<file path="config.mk">
export PLATFORM = sky130hd
export DESIGN_NAME = mul_div_unit_flat
export DESIGN_NICKNAME = d
export VERILOG_FILES = /design/src/rtl/mul_div_unit_pkg.sv /design/src/rtl/mul_div_unit_if.sv /design/src/rtl/mul_div_unit_md_iter_core.sv /design/src/rtl/mul_div_unit.sv /design/src/flat_wrapper.sv
export SDC_FILE = /design/constraint.sdc
export NUM_CORES = 1
export LEC_CHECK = 0
export CORE_ASPECT_RATIO = 1.4
export CORE_UTILIZATION = 32
export DETAILED_ROUTE_END_ITERATION = 10
export PLACE_DENSITY = 0.53
export SLEW_MARGIN = 30
export SYNTH_ARGS = -nofsm -noshare
export SYNTH_HDL_FRONTEND = slang
export SYNTH_SLANG_ARGS = --single-unit
</file>
<file path="constraint.sdc">
create_clock -name clock -period 5.05 [get_ports clock]
set_clock_uncertainty 0.05 [all_clocks]
set_input_delay 1.01 -clock clock [delete_from_list [all_inputs] [get_ports clock]]
set_output_delay 1.01 -clock clock [all_outputs]
set_load 0.005 [all_outputs]
</file>
<file path="src/rtl/mul_div_unit_pkg.sv">
// rtl/mul_div_unit_pkg.sv - shared constants and types for the multiply/divide unit
package mul_div_unit_pkg;

    localparam int DATA_W = 32;

    localparam logic [5:0] FN_MFHI  = 6'h10;
    localparam logic [5:0] FN_MTHI  = 6'h11;
    localparam logic [5:0] FN_MFLO  = 6'h12;
    localparam logic [5:0] FN_MTLO  = 6'h13;
    localparam logic [5:0] FN_MULT  = 6'h18;
    localparam logic [5:0] FN_MULTU = 6'h19;
    localparam logic [5:0] FN_DIV   = 6'h1A;
    localparam logic [5:0] FN_DIVU  = 6'h1B;

    typedef enum logic [1:0] {
        IDLE = 2'd0,
        CALC = 2'd1,
        FIX  = 2'd2,
        DONE = 2'd3
    } md_state_e;

    function automatic logic is_md_op(input logic [5:0] fn);
        return (fn == FN_MULT) || (fn == FN_MULTU) || (fn == FN_DIV) || (fn == FN_DIVU);
    endfunction

endpackage

</file>
<file path="src/rtl/mul_div_unit_if.sv">
// rtl/mul_div_unit_if.sv - execute-stage to multiply/divide unit handshake bundle
interface mul_div_unit_if;
    import mul_div_unit_pkg::*;

    logic              start;
    logic [5:0]        Function_opcode;
    logic [DATA_W-1:0] Read_data_1;
    logic [DATA_W-1:0] Read_data_2;
    logic              busy;
    logic              done;
    logic [DATA_W-1:0] HI;
    logic [DATA_W-1:0] LO;
    logic [DATA_W-1:0] Mf_Result;

    modport master (
        output start, Function_opcode, Read_data_1, Read_data_2,
        input  busy, done, HI, LO, Mf_Result
    );

    modport slave (
        input  start, Function_opcode, Read_data_1, Read_data_2,
        output busy, done, HI, LO, Mf_Result
    );

endinterface

</file>
<file path="src/rtl/mul_div_unit_md_iter_core.sv">
// rtl/mul_div_unit_md_iter_core.sv - one shift-add or restoring shift-subtract step per cycle
module md_iter_core #(
    parameter int W = 32
) (
    input  logic         clock,
    input  logic         reset_n,
    input  logic         load,
    input  logic         step,
    input  logic         div_mode,
    input  logic [W-1:0] op_a,
    input  logic [W-1:0] op_b,
    output logic [W-1:0] acc_hi,
    output logic [W-1:0] acc_lo
);

    logic [W-1:0] hi_q;
    logic [W-1:0] lo_q;
    logic [W-1:0] b_q;
    logic         div_q;

    // Multiply: add the multiplicand into the upper half when the current
    // multiplier bit is set, then shift the whole 64-bit pair right.
    logic [W:0] mul_sum;
    assign mul_sum = {1'b0, hi_q} + (lo_q[0] ? {1'b0, b_q} : {(W+1){1'b0}});

    // Divide: shift the next dividend bit into the partial remainder and keep
    // the difference only when it does not go negative. The difference always
    // fits in W bits when taken, so modulo-W subtraction is exact.
    logic [W:0]   div_shift;
    logic [W-1:0] div_diff;
    logic         div_ok;
    assign div_shift = {hi_q, lo_q[W-1]};
    assign div_diff  = div_shift[W-1:0] - b_q;
    assign div_ok    = div_shift >= {1'b0, b_q};

    // Load seeds the pair (multiplier or dividend in the low half); each step advances one bit.
    always_ff @(posedge clock) begin
        if (!reset_n) begin
            hi_q  <= '0;
            lo_q  <= '0;
            b_q   <= '0;
            div_q <= 1'b0;
        end else if (load) begin
            hi_q  <= '0;
            lo_q  <= div_mode ? op_a : op_b;
            b_q   <= div_mode ? op_b : op_a;
            div_q <= div_mode;
        end else if (step) begin
            if (div_q) begin
                hi_q <= div_ok ? div_diff : div_shift[W-1:0];
                lo_q <= {lo_q[W-2:0], div_ok};
            end else begin
                hi_q <= mul_sum[W:1];
                lo_q <= {mul_sum[0], lo_q[W-1:1]};
            end
        end
    end

    assign acc_hi = hi_q;
    assign acc_lo = lo_q;

endmodule

</file>
<file path="src/rtl/mul_div_unit.sv">
// rtl/mul_div_unit.sv - iterative multiply/divide unit owning the HI/LO registers
module mul_div_unit #(
    parameter int DATA_W = 32,
    parameter int ITER   = 32
) (
    input  logic         clock,
    input  logic         reset_n,
    mul_div_unit_if.slave bus
);
    import mul_div_unit_pkg::*;

    localparam int CNT_W = $clog2(ITER);

    md_state_e state_q;
    md_state_e state_d;

    logic [CNT_W-1:0]  iter_q;
    logic [DATA_W-1:0] hi_q;
    logic [DATA_W-1:0] lo_q;
    logic [DATA_W-1:0] a_raw_q;
    logic              div_q;
    logic              res_neg_q;
    logic              rem_neg_q;
    logic              div_zero_q;

    logic              idle_start;
    logic              accept;
    logic              signed_op;
    logic              div_op;
    logic              a_neg;
    logic              b_neg;
    logic [DATA_W-1:0] mag_a;
    logic [DATA_W-1:0] mag_b;

    logic [DATA_W-1:0]   core_hi;
    logic [DATA_W-1:0]   core_lo;
    logic [2*DATA_W-1:0] prod_raw;
    logic [2*DATA_W-1:0] prod_fix;
    logic [DATA_W-1:0]   quo_fix;
    logic [DATA_W-1:0]   rem_fix;

    assign idle_start = (state_q == IDLE) && bus.start;
    assign accept     = idle_start && is_md_op(bus.Function_opcode);
    assign signed_op  = (bus.Function_opcode == FN_MULT) || (bus.Function_opcode == FN_DIV);
    assign div_op     = (bus.Function_opcode == FN_DIV) || (bus.Function_opcode == FN_DIVU);
    assign a_neg      = signed_op && bus.Read_data_1[DATA_W-1];
    assign b_neg      = signed_op && bus.Read_data_2[DATA_W-1];
    assign mag_a      = a_neg ? -bus.Read_data_1 : bus.Read_data_1;
    assign mag_b      = b_neg ? -bus.Read_data_2 : bus.Read_data_2;

    md_iter_core #(.W(DATA_W)) u_core (
        .clock    (clock),
        .reset_n  (reset_n),
        .load     (accept),
        .step     (state_q == CALC),
        .div_mode (div_op),
        .op_a     (mag_a),
        .op_b     (mag_b),
        .acc_hi   (core_hi),
        .acc_lo   (core_lo)
    );

    // The core works on magnitudes; the sign is restored once, after the last step.
    assign prod_raw = {core_hi, core_lo};
    assign prod_fix = res_neg_q ? -prod_raw : prod_raw;
    assign quo_fix  = res_neg_q ? -core_lo : core_lo;
    assign rem_fix  = rem_neg_q ? -core_hi : core_hi;

    // State register.
    always_ff @(posedge clock) begin
        if (!reset_n) begin
            state_q <= IDLE;
        end else begin
            state_q <= state_d;
        end
    end

    // Next-state: IDLE -> CALC for ITER cycles -> FIX -> DONE -> IDLE.
    always_comb begin
        state_d = state_q;
        case (state_q)
            IDLE: if (accept) state_d = CALC;
            CALC: if (iter_q == CNT_W'(ITER - 1)) state_d = FIX;
            FIX:  state_d = DONE;
            DONE: state_d = IDLE;
            default: state_d = IDLE;
        endcase
    end

    // Iteration counter and per-operation attributes captured at accept.
    always_ff @(posedge clock) begin
        if (!reset_n) begin
            iter_q     <= '0;
            a_raw_q    <= '0;
            div_q      <= 1'b0;
            res_neg_q  <= 1'b0;
            rem_neg_q  <= 1'b0;
            div_zero_q <= 1'b0;
        end else if (accept) begin
            iter_q     <= '0;
            a_raw_q    <= bus.Read_data_1;
            div_q      <= div_op;
            res_neg_q  <= a_neg ^ b_neg;
            rem_neg_q  <= a_neg;
            div_zero_q <= div_op && (bus.Read_data_2 == '0);
        end else if (state_q == CALC) begin
            iter_q <= iter_q + 1'b1;
        end
    end

    // HI/LO change only on reset, on the FIX cycle, or on an idle mthi/mtlo.
    always_ff @(posedge clock) begin
        if (!reset_n) begin
            hi_q <= '0;
            lo_q <= '0;
        end else if (state_q == FIX) begin
            if (!div_q) begin
                hi_q <= prod_fix[2*DATA_W-1:DATA_W];
                lo_q <= prod_fix[DATA_W-1:0];
            end else if (div_zero_q) begin
                hi_q <= a_raw_q;
                lo_q <= '1;
            end else begin
                hi_q <= rem_fix;
                lo_q <= quo_fix;
            end
        end else if (idle_start && (bus.Function_opcode == FN_MTHI)) begin
            hi_q <= bus.Read_data_1;
        end else if (idle_start && (bus.Function_opcode == FN_MTLO)) begin
            lo_q <= bus.Read_data_1;
        end
    end

    // mfhi/mflo read port for the writeback mux.
    always_comb begin
        bus.Mf_Result = '0;
        if (bus.Function_opcode == FN_MFHI) bus.Mf_Result = hi_q;
        else if (bus.Function_opcode == FN_MFLO) bus.Mf_Result = lo_q;
    end

    assign bus.busy = (state_q != IDLE);
    assign bus.done = (state_q == DONE);
    assign bus.HI   = hi_q;
    assign bus.LO   = lo_q;

endmodule

</file>
<file path="src/flat_wrapper.sv">
// flat-port wrapper written by rule: the top's interface ports become plain ports
module mul_div_unit_flat import mul_div_unit_pkg::*;
#(
    parameter int DATA_W = 32,
    parameter int ITER   = 32
)
  (clock, reset_n, bus_start, bus_Function_opcode, bus_Read_data_1, bus_Read_data_2, bus_busy, bus_done, bus_HI, bus_LO, bus_Mf_Result);
  mul_div_unit_if bus_i ();
  input  logic clock;
  input  logic reset_n;
  input wire logic [$bits(bus_i.start)-1:0] bus_start;
  input wire logic [$bits(bus_i.Function_opcode)-1:0] bus_Function_opcode;
  input wire logic [$bits(bus_i.Read_data_1)-1:0] bus_Read_data_1;
  input wire logic [$bits(bus_i.Read_data_2)-1:0] bus_Read_data_2;
  output wire logic [$bits(bus_i.busy)-1:0] bus_busy;
  output wire logic [$bits(bus_i.done)-1:0] bus_done;
  output wire logic [$bits(bus_i.HI)-1:0] bus_HI;
  output wire logic [$bits(bus_i.LO)-1:0] bus_LO;
  output wire logic [$bits(bus_i.Mf_Result)-1:0] bus_Mf_Result;
  assign bus_i.start = bus_start;
  assign bus_i.Function_opcode = bus_Function_opcode;
  assign bus_i.Read_data_1 = bus_Read_data_1;
  assign bus_i.Read_data_2 = bus_Read_data_2;
  assign bus_busy = bus_i.busy;
  assign bus_done = bus_i.done;
  assign bus_HI = bus_i.HI;
  assign bus_LO = bus_i.LO;
  assign bus_Mf_Result = bus_i.Mf_Result;
  mul_div_unit #(.DATA_W(DATA_W), .ITER(ITER)) u_core (.clock(clock), .reset_n(reset_n), .bus(bus_i));
endmodule
</file>
==> results of run 1 <==
routing by layer:
| layer | vias up | wire length (um) | part of all wire (%) |
|---|---|---|---|
| li1 | 8497 | - | - |
| met1 | 8735 | 29600 | 38 |
| met2 | 746 | 39200 | 50 |
| met3 | 211 | 4190 | 5.3 |
| met4 | 2 | 5690 | 7.2 |
| met5 | - | 11 | 0.014 |
kinds of logic (layout without fill, tap and decap cells):
kind of cell,count (synthesis),in the layout
AND/OR/NAND/NOR,718,718
buffers and inverters,240,344
AO/OA/AOI/OAI,685,685
multiplexers,186,186
XOR/XNOR,194,194
adder cells (fa/ha/maj),77,77
flip-flops,203,203
sequential cells by signal, summed over array words and instances, names as in the netlist:
signal and cells:
u_core.rem_neg_q 1, u_core.res_neg_q 1, u_core.u_core.acc_hi 32, u_core.u_core.acc_lo 32, u_core.div_zero_q 1, u_core.state_q 2
u_core.bus.HI 32, u_core.a_raw_q 32, u_core.u_core.b_q 32, u_core.bus.LO 32, u_core.iter_q 5, u_core.div_q 1
final cells by class:
| type | instances | share of cell area [%] |
|---|---|---|
| tap | 714 | 4.33 |
| clock inverter | 8 | 0.709 |
| multi-input combinational | 1860 | 59.9 |
| timing repair buffer | 237 | 10.8 |
| clock buffer | 35 | 3.36 |
| sequential | 203 | 19.7 |
| inverter | 64 | 1.17 |
power groups by stage:
stage	Combinational [uW]	Sequential [uW]	Clock, uW
2_1_floorplan	5100	2170	0
3_3_place_gp	7250	2460	0
3_5_place_dp	7520	2460	0
4_1_cts	7570	2430	1960
5_1_grt	8240	2460	2020
6_report	7670	2450	1950
path summary, 6_finish.rpt:
kind	startpoint	to	slack [ps]	cells past startpoint
hold reg to reg	u_core.a_raw_q[29]$_SDFFE_PN0P_	u_core.a_raw_q[29]$_SDFFE_PN0P_	410	2
hold / removal	u_core.a_raw_q[29]$_SDFFE_PN0P_	u_core.a_raw_q[29]$_SDFFE_PN0P_	410	2
setup reg to reg	u_core.u_core.acc_lo[31]$_SDFFE_PN0P_	u_core.u_core.acc_hi[7]$_SDFFE_PP0P_	840	13
setup / recovery	u_core.u_core.acc_lo[31]$_SDFFE_PN0P_	u_core.u_core.acc_hi[7]$_SDFFE_PP0P_	840	13
synthesized netlist by cell type, types with 5 or more instances:
master and n:
nor2_1 253, nand2_1 219, a21oi_1 208, dfxtp_1 203
o21ai_0 181, mux2i_1 155, clkbuf_1 151, xor2_1 101
xnor2_1 93, ha_1 75, inv_1 63, a221oi_1 59
nor3_1 41, o31ai_1 35, nand3_1 33, a211oi_1 31
mux2_2 31, a21o_1 27, or3_1 22, nand2b_1 17
nor4_1 17, nor2b_1 16, o21a_1 16, and2_1 15
buf_1 15, nand4_1 15, o211ai_1 15, o41ai_1 15
and3_1 12, a31oi_1 11, or4_1 11, a211o_1 10
o22ai_1 10, a21boi_0 9, nand3b_1 8, buf_2 6
o211a_1 6, o221a_2 6, o31a_1 6, a222oi_1 5
a31o_2 5, and2_0 5, or2_2 5
cells in the final DEF (no fill, tap or decap), types with 35 or more instances in the layout:
master	Yosys	final
nor3_1	41	41
nand2_1	219	217
dfxtp_1	203	200
o31ai_1	35	35
xor2_1	101	101
clkdlybuf4s50_1	0	168
mux2i_1	155	155
xnor2_1	93	93
a221oi_1	59	59
ha_1	75	74
a21oi_1	208	207
nor2_1	253	250
inv_1	63	62
buf_4	1	66
o21ai_0	181	181
worst register-to-register path: stages, from the launching register on:
cell and delay, ps:
dfxtp_1 420, inv_1 150, ha_1 240, nand3b_1 200
a211oi_1 370, o21ai_0 290, o211ai_1 620, and2_1 290
o211ai_4 170, buf_16 210, buf_8 170, or4_1 500
a31o_2 280, a21oi_1 140
metrics by stage:
step | hold slack, ps | util (%) | total power (uW)
2_1_floorplan | 382 | - | 7270
3_3_place_gp | 393 | 37.0 | 9700
3_5_place_dp | 401 | 37.1 | 9980
4_1_cts | 410 | 38.7 | 12000
5_1_grt | 423 | 38.7 | 12700
6_report | 409 | 38.7 | 12100
==> impl.org, run 1 <==
** Status
- Run status :: finished, final reports clean

** STA
- In this run the tightest slew margin relative to its limit is 32.0%.
- Fmax :: 0.238 GHz
- The smallest clock period supported by the final layout is computed as 4210 ps.
- Fin crit share :: 83.3%
- After routing, the total negative slack on setup checks comes to 0 ps.
- Unrepaired setup endpoints after global routing :: no
- Setup slack on the critical path of the routed design comes to 843 ps.
- For the pin with the worst max-slew slack, the measured transition is 1020 ps.
- The number of hold violations in the final report came to 0.
- Number of max-slew violations in the final report :: 0
- Final setup violating endpoints :: 0

** Synthesis
- For this run, the number of Yosys warnings is 0.
- Post-synthesis sequential area ratio :: 23.5%
- Simple-gate share of the synthesized area :: 19.4%
- After synthesis, the share of flip-flops with an asynchronous set or reset is 0%.
- Of all cell types, the one taking the most synthesized area is dfxtp_1.
- After synthesis, the largest area contributor takes up 23.5% of total cell area.
- Post-synthesis share of cell area spent on xor and xnor gates :: 9.81%
- Among all flip-flop cells after synthesis, the most frequent one is dfxtp_1.
- Fraction of synthesized area in multiplexers :: 11.0%
- The synthesized netlist devotes 25.3% of its cell area to compound gates.
- Largest family of logic cells by synthesized area :: compound AO/OA/AOI/OAI gates
- Post-synthesis area per instance :: 7.52 um^2
- The synthesized netlist occupies a cell area of 0.0173 mm^2.
- Synthesis inferred 203 register bits.
- In this run, synthesis inferred 0 flip-flops with an integrated enable.
- Of the total synthesized cell area, the portion taken by full adders, half adders and majority gates is 5.65%.
- Gate Count Post-Synth :: 2,303
- Counting every net in the synthesized netlist gives 2,453.
- In this run, distinct cell masters in the synthesized netlist total 81.
- Synth top area cells :: dfxtp_1, mux2i_1, a21oi_1

** Power
- Sw power :: 5940 uW
- IR drop worst, VDD :: 0.000363 V
- Internal power comes to 6130 uW.
- Areal power density over the cells :: 585 mW/mm^2
- For this design the static power due to leakage is 0.00793 uW.
- In this run switching power makes up 49.2% of total power.
- The clock network burns 16.1% of the power.
- Sequential fraction of design power :: 20.3%
- Of the total power, combinational logic draws 63.6%.

** Placed design
- In this run the cell area measured after placement is 0.0198 mm^2.
- Prior to clock tree synthesis, the placed netlist has a worst setup slack of 512 ps.
- Routability-driven placement congestion ratio :: 0.986
- DP HPWL :: 60.2 mm
- Once placement completed, the tool counted placed cells totaling 3,078.
- Input/output buffers :: 170

** Cells and area
- Count of antenna diodes in the layout :: 0
- In the final design database the tool counted 2,540 nets.
- The post-route netlist has 7.73% of its cells at a drive strength greater than 1.
- Relative to the synthesized area, the layout overhead comes to 19.1%.
- Footprint of the multi-input gates :: 0.0124 mm^2
- Post-route cell area :: 0.0206 mm^2
- Excluding fillers, the count of instances in the completed layout stands at 3,121.
- Fill cell instance count of the final layout :: 5,575
- Register cell area after layout :: 0.00407 mm^2

** CTS
- Root Buffer :: clkbuf_16
- The later pin in the worst-skew pair is clocked with a latency of 570 ps.
- The clock passes through at most 3 buffers.
- Post-CTS timing repair inserted 0 buffers for setup.
- In this run, post-CTS hold repair placed 0 buffers.
- Post-cts sizing count :: 0
- Counting the buffers created by CTS gives 24.
- TritonCTS built the clock tree.
- In this run the number of H-tree levels came out at 1.
- Clock Sink Count :: 203
- Worst-path clk slew :: 60 ps

** Global route
- The global routing stage identified its most utilized layer as met2.
- Global routing used 3.03% of the available met3 tracks.
- GRT met1 Usage :: 31.7%
- The first global-routing pass estimated 116 mm of wire.
- The number of global-route vias before repair is 17,900.
- The total overflow left after global routing is 0.
- Antenna violations before repair :: 1
- GRT Overall Usage :: 28.0%
- Entering global routing, the biggest net connects 74 pins.
- Global routing consumed, on the met2 layer, 49.2% of the routing resources.

** Setup path
- Data required, critical path :: 5480 ps
- Worst-path cell with the longest stage delay :: o211ai_1
- Arrival time of data at the critical path endpoint :: 4630 ps
- The critical path in this run is classified as flop to flop.
- For this run, the slowest stage of the critical path takes 620 ps.
- Crit path capture type :: flop
- Counting both buffers and inverters, the worst setup path holds a total of 3.
- STA classifies the critical path startpoint as a flop.
- Among cell families on the critical path, the largest total delay comes from compound AO/OA/AOI/OAI gates.
- Maximum net fanout on the critical path :: 15
- Cell-by-cell listing of the critical path :: inv_1 -> ha_1 -> nand3b_1 -> a211oi_1 -> o21ai_0 -> o211ai_1 -> and2_1 -> o211ai_4 -> buf_16 -> buf_8 -> or4_1 -> a31o_2 -> a21oi_1

** Routing
- In the routed layout, each cell is associated on average with a via count of 5.83.
- The final route contains 18,200 vias.
- Routed Wire Length :: 78.7 mm
- Count of TritonRoute iterations in the first routing pass :: 5
- Post-route antenna net violation count :: 0
- After the first detailed-routing iteration, the DRC count stood at 1,353.
- For this run, design rule violations remaining after detail routing come to 0.
- Routed length per placed instance :: 25.2 um

** Floorplanning
- Measured along the x axis, the die boundary spans 199 um.
- Row count :: 100
- Die span in y :: 277 um
- Floorplan die area :: 0.0551 mm^2
- Effective utilization at floorplan :: 32.5%
- The core region is 0.0533 mm^2.
- # IOs :: 171

** Job
- The tool flagged a number of max-cap violations equal to 0.

** Worst hold path
- The worst hold path belongs to the class flop to flop.
Power figures use the tool's default switching activity.
==> run 2, diff against run 1 <==
--- a/config.mk
+++ b/config.mk
@@ -8,7 +8,7 @@
 export CORE_ASPECT_RATIO = 1.4
 export CORE_UTILIZATION = 32
 export DETAILED_ROUTE_END_ITERATION = 10
-export PLACE_DENSITY = 0.53
+export PLACE_DENSITY = 0.55
 export SLEW_MARGIN = 30
 export SYNTH_ARGS = -nofsm -noshare
 export SYNTH_HDL_FRONTEND = slang
==> constraint.sdc (replaced) <==
create_clock -name clock -period 3.66 [get_ports clock]
set_clock_uncertainty 0.05 [all_clocks]
set_input_delay 0.732 -clock clock [delete_from_list [all_inputs] [get_ports clock]]
set_output_delay 0.732 -clock clock [all_outputs]
set_load 0.005 [all_outputs]
==> run 2 against run 1 <==
Hold slack lost 4.5 ps. Total power increased by 46%. Count of clock-buffer cells in the layout fell by 5. Critical path type unchanged. Largest cell class unchanged.
==> impl.org, run 2 (same netlist as run 1, synthesis figures left out) <==
** Routing
- The count of nets left with antenna violations once routing finished came out at 0.
- Detailed routing inserted a total of 18,900 vias.
- For this block, wires on met1 add up to 30.2 mm.
- Total length of routed met3 wires :: 4.16 mm
- The highest layer touched by signal routing is met4.
- Count of TritonRoute iterations in the first routing pass :: 5
- Routed length on met2 :: 39.7 mm
- Routed length per placed instance :: 24.4 um
- Summed over all layers, the routed wires come to 80.4 mm.
- In this run, the number of DRC markers left after iteration 0 of detailed routing was 1,636.
- In the routed design, unresolved DRC markers number 0.
- Dividing the detail-routed via count by the number of cells gives 5.73.

** CTS
- Clock Sink Count :: 203
- Clock-pin slew was measured on the worst setup and hold paths at 70 ps.
- Max Buffers Root-to-Sink :: 3
- The cell sitting at the root of the clock tree is a clkbuf_16.
- Latest clock arrival within the worst-skew pair :: 550 ps
- Clock tree from TritonCTS :: done
- Total number of H-tree levels :: 1
- # hold bufs at CTS :: 0
- Buffers inserted during clock tree synthesis total 24.

** Power
- VDD sags by at most 0.000663 V.
- For this design the ratio of total power to cell area is 802 mW/mm^2.
- Leakage power summed over all cells :: 0.00881 uW

** Global route
- Global routing used 28.4% of the available tracks.
- Wire length of the first global-routing pass :: 117 mm
- The number of antenna violations at the first check in global routing is 0.
- GRT Residual Overflow :: 0
- Maximum number of pins on one net before global-route repair :: 88
- The number of global-route vias before repair was 18,400.

** Floorplanning
- The total area inside the core boundary comes to 0.0533 mm^2.
- Floorplan die area :: 0.0551 mm^2
- The floorplan step set the die height to 277 um.
- Die Wd :: 199 um
- Row count :: 100
- Effective utilization at floorplan :: 32.5%
- 171 I/O pins were placed.

** Setup path
- The largest individual stage delay along the critical path comes from the cell or4_1.
- The worst setup path is captured at a flop.
- Critical path class :: flop to flop
- Crit start category :: flop
- Arrival time of data at the critical path endpoint :: 4000 ps
- The critical path goes through buf_4 -> or4_1 -> nor3_1 -> nand4_1 -> buf_4 -> o41ai_1 -> xnor2_1 -> nor2_1 -> a21oi_1 -> a21oi_1 -> nor2_1.
- Along the worst path, the maximum fanout reaches 15.
- Data on the critical path is required at its endpoint by 4080 ps.
- In this design, the stage delay of the slowest critical-path cell is 650 ps.

** STA
- Number of max-slew violations in the final report :: 0
- Setup violations remaining at the end of the flow were counted as 0.
- Fin crit share :: 97.8%
- Number of hold-slack violations in the final timing report :: 0
- Transition time of the tightest slew-check pin :: 889 ps
- For the final routed database, the setup TNS stands at 0 ps.
- Fin worst setup slack :: 79.6 ps
- Headroom to the max-slew limit came out at 40.5%.
- Final critical-path required period :: 3580 ps
- Setup repair after global routing left no endpoint under its margin.
- Static timing analysis puts the maximum clock frequency at 0.279 GHz.

** Placed design
- The placed instances occupy a cell area of 0.0212 mm^2.
- Routability-driven placement congestion ratio :: 0.961
- Prior to clock tree synthesis, the placed netlist has a worst setup slack of -180 ps.
- In this run the tool buffered the top-level ports with 170 buffer cells.
- DP HPWL :: 62.9 mm

** Cells and area
- From synthesis to final layout, the design area changed by 26.8%.
- Layout Nets :: 2,721
- Footprint of the multi-input gates :: 0.0124 mm^2
- Count of antenna diodes in the layout :: 0
- Post-layout utilization of the core :: 41.2%
- With fillers left out, the area of the finished cells amounts to 0.0220 mm^2.
- Most common cell after layout, fill and taps aside :: nor2_1
- Fill cell instance count of the final layout :: 5,518
- Share of post-route cells with drive strength above 1 :: 14.4%
- In the layout the commonest cells are nor2_1, buf_4, nand2_1, a21oi_1, dfxtp_1.
- The sequential cells in the finished layout cover a total of 0.00407 mm^2.

** Status
- The run finished with clean final reports.

** Job
- Max-capacitance violation count :: 0

** Worst hold path
- Hold Path Class :: flop to flop
-- run 2: where the power goes --
group / switching, uW / internal (uW) / total (uW) / leakage [uW]
combinational: 7000 / 5120 / 12100 / 0.00678
clock: 1070 / 1430 / 2500 / 0.000384
sequential: 392 / 2600 / 3000 / 0.00165
total: 8460 / 9150 / 17600 / 0.00881
-- run 2: final timing paths --
check | from | slack [ps] | depth (start not counted) | endpoint
min | u_core.a_raw_q[8]$_SDFFE_PN0P_ | 400 | 2 | u_core.a_raw_q[8]$_SDFFE_PN0P_
max reg2reg | u_core.u_core.acc_lo[31]$_SDFFE_PN0P_ | 80 | 11 | u_core.bus.HI[24]$_SDFFE_PN0P_
max | u_core.u_core.acc_lo[31]$_SDFFE_PN0P_ | 80 | 11 | u_core.bus.HI[24]$_SDFFE_PN0P_
min reg2reg | u_core.a_raw_q[8]$_SDFFE_PN0P_ | 400 | 2 | u_core.a_raw_q[8]$_SDFFE_PN0P_
-- run 2: worst max-delay path: cells and delay by family (launching register included) --
family / cells / cell delay, ps
and+or+nand+nor: 5 / 1670
DFF: 1 / 340
xor gates and xnor gates: 1 / 160
AOI/OAI and AO/OA: 3 / 860
buffers and inverters: 2 / 420
-- run 2: what timing repair did --
item                       CTS  global route
setup buffers                0             2
resized for setup            1             5
setup endpoints to repair    2            24
pin swaps                    0             4
-- run 2: layer usage --
metal / up-vias / global-route usage (%)
met5: - / 0
met4: 0 / 19.6
met3: 239 / 2.78
met2: 755 / 50.1
met1: 9056 / 31.6
li1: 8840 / -
-- run 2: final cells by class --
type                       count  area share, %
tap                          714           4.07
clock buffer                  30           3.07
timing repair buffer         418           16.5
inverter                      64           1.10
sequential                   203           18.5
clock inverter                 9          0.444
multi-input combinational   1860           56.3
-- run 2: per-stage QoR --
step,total power (uW),std cells,hold slack (ps)
floorplan,10000,2303,382
finish,17600,3298,405
global route,18600,3298,419
global placement,14800,3257,394
CTS,17400,3296,407
detailed placement,14800,3257,399
==> run 3, diff against run 2 <==
--- a/config.mk
+++ b/config.mk
@@ -8,8 +8,9 @@
 export CORE_ASPECT_RATIO = 1.4
 export CORE_UTILIZATION = 32
 export DETAILED_ROUTE_END_ITERATION = 10
-export PLACE_DENSITY = 0.55
+export PLACE_DENSITY = 0.53
 export SLEW_MARGIN = 30
 export SYNTH_ARGS = -nofsm -noshare
 export SYNTH_HDL_FRONTEND = slang
+export SYNTH_HIERARCHICAL = 1
 export SYNTH_SLANG_ARGS = --single-unit
==> constraint.sdc (replaced) <==
create_clock -name clock -period 4.65 [get_ports clock]
set_clock_uncertainty 0.05 [all_clocks]
set_input_delay 0.93 -clock clock [delete_from_list [all_inputs] [get_ports clock]]
set_output_delay 0.93 -clock clock [all_outputs]
set_load 0.005 [all_outputs]
==> run 3 against run 2 <==
Die area grew 5.5%. Final cell count shrank 1.4%. Combinational power shrank 39%. Via count grew 3.5%. Register-to-register slack gained 820 ps. Sequential power shrank 11%. Utilization shrank 3.0 points. Critical path depth shrank 1. Critical path type is now input pin to flop. Critical endpoint is now u_core/u_core/acc_lo[28]$_SDFFE_PN0P_. Largest power group unchanged.
==> impl.org, run 3 <==
** Status
- The run finished with clean final reports.

** CTS
- Worst-path clk slew :: 60 ps
- Post-CTS repair changed the size of 0 cells.
- Counting the buffers created by CTS gives 23.
- Clock tree from TritonCTS :: done
- In this run the number of H-tree levels came out at 1.
- CTS placed an instance of clkbuf_16 at the clock tree root.
- Max Buffers Root-to-Sink :: 3
- # Post-CTS Setup Buffers :: 0
- Buffers inserted to repair hold after CTS numbered 0.
- The later pin in the worst-skew pair is clocked with a latency of 550 ps.
- Clock Sink Count :: 204

** Setup path
- The critical path is of the input pin to flop type.
- FF-to-FF setup slack :: 900 ps
- Worst r2r path cells :: 11
- The worst register-to-register path begins at u_core/u_core/acc_hi[3]$_SDFFE_PP0P_.
- In this run the critical register-to-register path is captured at u_core/u_core/acc_hi[13]$_SDFFE_PP0P_.
- STA classifies the critical path endpoint as a flop.
- Worst-path cell with the longest stage delay :: nor4_2
- Data required, critical path :: 5040 ps
- Most used cell along the critical path :: nand2_1
- Maximum net fanout on the critical path :: 5
- Crit start category :: input pin
- For this run, the slowest stage of the critical path takes 850 ps.
- Data arrives at the worst endpoint at 4400 ps.
- Cell-by-cell listing of the critical path :: clkdlybuf4s50_1 -> nor4_2 -> nand2_1 -> nor4_4 -> nand2_1 -> o41ai_2 -> xnor2_1 -> mux2i_1 -> nand2_1 -> o211a_1

** Floorplanning
- Row count :: 103
- Core area :: 0.0564 mm^2
- Effective utilization at floorplan :: 32.4%
- Die Wd :: 204 um
- The floorplan step defined a die boundary enclosing 0.0581 mm^2.
- In this run the vertical extent of the chip is 285 um.
- # IOs :: 171

** STA
- Fin worst setup slack :: 642 ps
- The clock period could shrink to 4010 ps.
- Unrepaired setup endpoints after global routing :: no
- The number of hold violations in the final report was 0.
- Fin crit share :: 86.2%
- Fmax :: 0.250 GHz
- In this run the tightest slew margin relative to its limit is 36.1%.
- The max-slew violation total from the final report was 0.
- Final setup violating endpoints :: 0
- At the pin with the least slew margin, the transition time is 949 ps.
- Hold_ws :: 403 ps
- Summed over all failing endpoints, the final setup total negative slack is 0 ps.

** Placed design
- Routability-driven placement congestion ratio :: 0.975
- Worst slack, placed :: 267 ps
- Input/output buffers :: 170
- DP HPWL :: 66.4 mm
- Area after detailed placement :: 0.0208 mm^2

** Synthesis
- After synthesis, the netlist uses 101 different library cells.
- The most used flip-flop cell after synthesis is dfxtp_1.
- Synth Register Bits :: 204
- Synthesized area :: 0.0183 mm^2
- Total number of yosys warnings :: 6
- Post-synthesis area per instance :: 7.60 um^2
- Post-synthesis sequential area ratio :: 22.3%
- Ys async rst share :: 0%
- The synthesized design devotes to its leading area cell type 22.3% of total area.
- Counting flops with a built-in enable in the synthesized netlist gives 0.
- In the post-synthesis netlist, the biggest area contributors are dfxtp_1, mux2i_1, nand2_1.
- The number of nets in the synthesized netlist is 2,554.
- nand2_1 is the most common cell in the netlist.
- List of most frequent post-synthesis cells :: nand2_1, dfxtp_1, a21oi_1
- The synthesized design spends more area on one cell type than any other, namely dfxtp_1.
- After technology mapping, the gate count stands at 2,404.

** Routing
- Routed length per placed instance :: 26.6 um
- Dividing the detail-routed via count by the number of cells gives 6.01.
- Post-route antenna net violation count :: 0
- Count of TritonRoute iterations in the first routing pass :: 6
- After the first detailed-routing iteration, the DRC count stood at 1,855.
- For this block, the via count after detailed routing is 19,600.
- Drt drc :: 0
- Summed over all layers, the routed wires come to 86.4 mm.

** Cells and area
- Fill cell instance count of the final layout :: 5,883
- Share of post-route cells with drive strength above 1 :: 7.31%
- Post-route cell area :: 0.0216 mm^2
- Area growth from synthesis to layout :: 18.0%
- At the end of the flow the core is filled with cells to 38.2%.
- Most frequent cells in the layout :: nand2_1, dfxtp_1, a21oi_1, nor2_1, mux2i_1
- Count of antenna diodes in the layout :: 0
- Most common cell after layout, fill and taps aside :: nand2_1
- The net count of the finished layout is 2,654.

** Worst hold path
- Endpoint with the worst hold slack :: u_core/a_raw_q[11]$_SDFFE_PN0P_
- In this run the worst hold path is classified as flop to flop.
- Along the worst hold path, the cell count comes to 2.
- Worst Min Path Start :: u_core/a_raw_q[11]$_SDFFE_PN0P_

** Global route
- Antenna violations before repair :: 1
- Global routing finished with a remaining overflow of 0.
- Wire length of the first global-routing pass :: 126 mm
- Entering global routing, the biggest net connects 164 pins.
- In the global route stage, overall resource usage came out at 28.9%.
- Vias in the first global route :: 18,700

** Job
- Across the run, the number of max-cap violations was 0.

** Power
- IR drop worst, VDD :: 0.000538 V
- Areal power density over the cells :: 556 mW/mm^2
- Leakage power summed over all cells :: 0.00837 uW
[run 3: changes by cell type after synthesis, sizes merged, moves of 19 or more]
cell    delta
a31oi     +21
o211a     +60
and2      +24
nor2      -54
a221oi    -26
o21ai     -56
mux2i     +34
mux2      -24
xor2      -19
nand2     +74
buf       +23
[run 3: how the worst max path moves through the flow]
stage / from / end / depth (start not counted)
after floorplan: bus_Read_data_1[6] / u_core/u_core/acc_lo[31]$_SDFFE_PN0P_ / 10
after global placement: bus_Read_data_1[5] / u_core/u_core/acc_lo[28]$_SDFFE_PN0P_ / 10
after detailed placement: bus_Read_data_1[5] / u_core/u_core/acc_lo[28]$_SDFFE_PN0P_ / 10
after CTS: bus_Read_data_1[5] / u_core/u_core/acc_lo[28]$_SDFFE_PN0P_ / 10
after global routing: bus_Read_data_1[5] / u_core/u_core/acc_lo[28]$_SDFFE_PN0P_ / 10
final: bus_Read_data_1[5] / u_core/u_core/acc_lo[28]$_SDFFE_PN0P_ / 10
[run 3: area by class of cell]
type / instances / area (um^2) / area share (%)
clock buffers: 32 / 669 / 3.10
well taps: 735 / 920 / 4.26
multi-input cells: 1948 / 13200 / 61.3
inverters: 71 / 269 / 1.25
repair buffers: 256 / 2350 / 10.9
flip-flops and latches: 204 / 4090 / 18.9
clock inverters: 7 / 66.3 / 0.307
[run 3: where the power goes]
part	switching (uW)	internal [uW]	total, uW
Sequential	643	2040	2680
Combinational	4600	2820	7430
Clock	828	1060	1880
Total	6080	5920	12000
[run 3: worst max-delay path, delay by kind of cell]
family	cells	cell delay [ps]
AOI/OAI and AO/OA	2	430
xor gates and xnor gates	1	140
buffers and inverters	1	760
muxes	1	160
and+or+nand+nor	5	1980
[run 3: routing by layer]
layer | routed length [um] | vias to the layer above | GRT usage [%]
met5 | 9 | - | 0
met4 | 7900 | 2 | 22.6
met3 | 5860 | 254 | 3.57
met2 | 41300 | 934 | 49.7
met1 | 31300 | 9381 | 32.1
li1 | - | 8989 | -
[run 3: logic make-up (layout without fill, tap and decap cells)]
group / count (synthesis) / in the layout / synth area share (%)
compound gates: 710 / 710 / 26.6
xor+xnor: 173 / 173 / 8.29
fa+ha+maj: 77 / 77 / 5.35
buf+inv: 252 / 366 / 5.59
flops: 204 / 204 / 22.3
mux: 196 / 196 / 10.8
simple gates: 792 / 792 / 21.0
[run 3: per-stage QoR]
| step | total power (uW) | cells |
|---|---|---|
| detailed placement | 9970 | 3214 |
| floorplan | 7770 | 2404 |
| global route | 12700 | 3253 |
| CTS | 11900 | 3253 |
| global placement | 9920 | 3214 |
| finish | 12000 | 3253 |
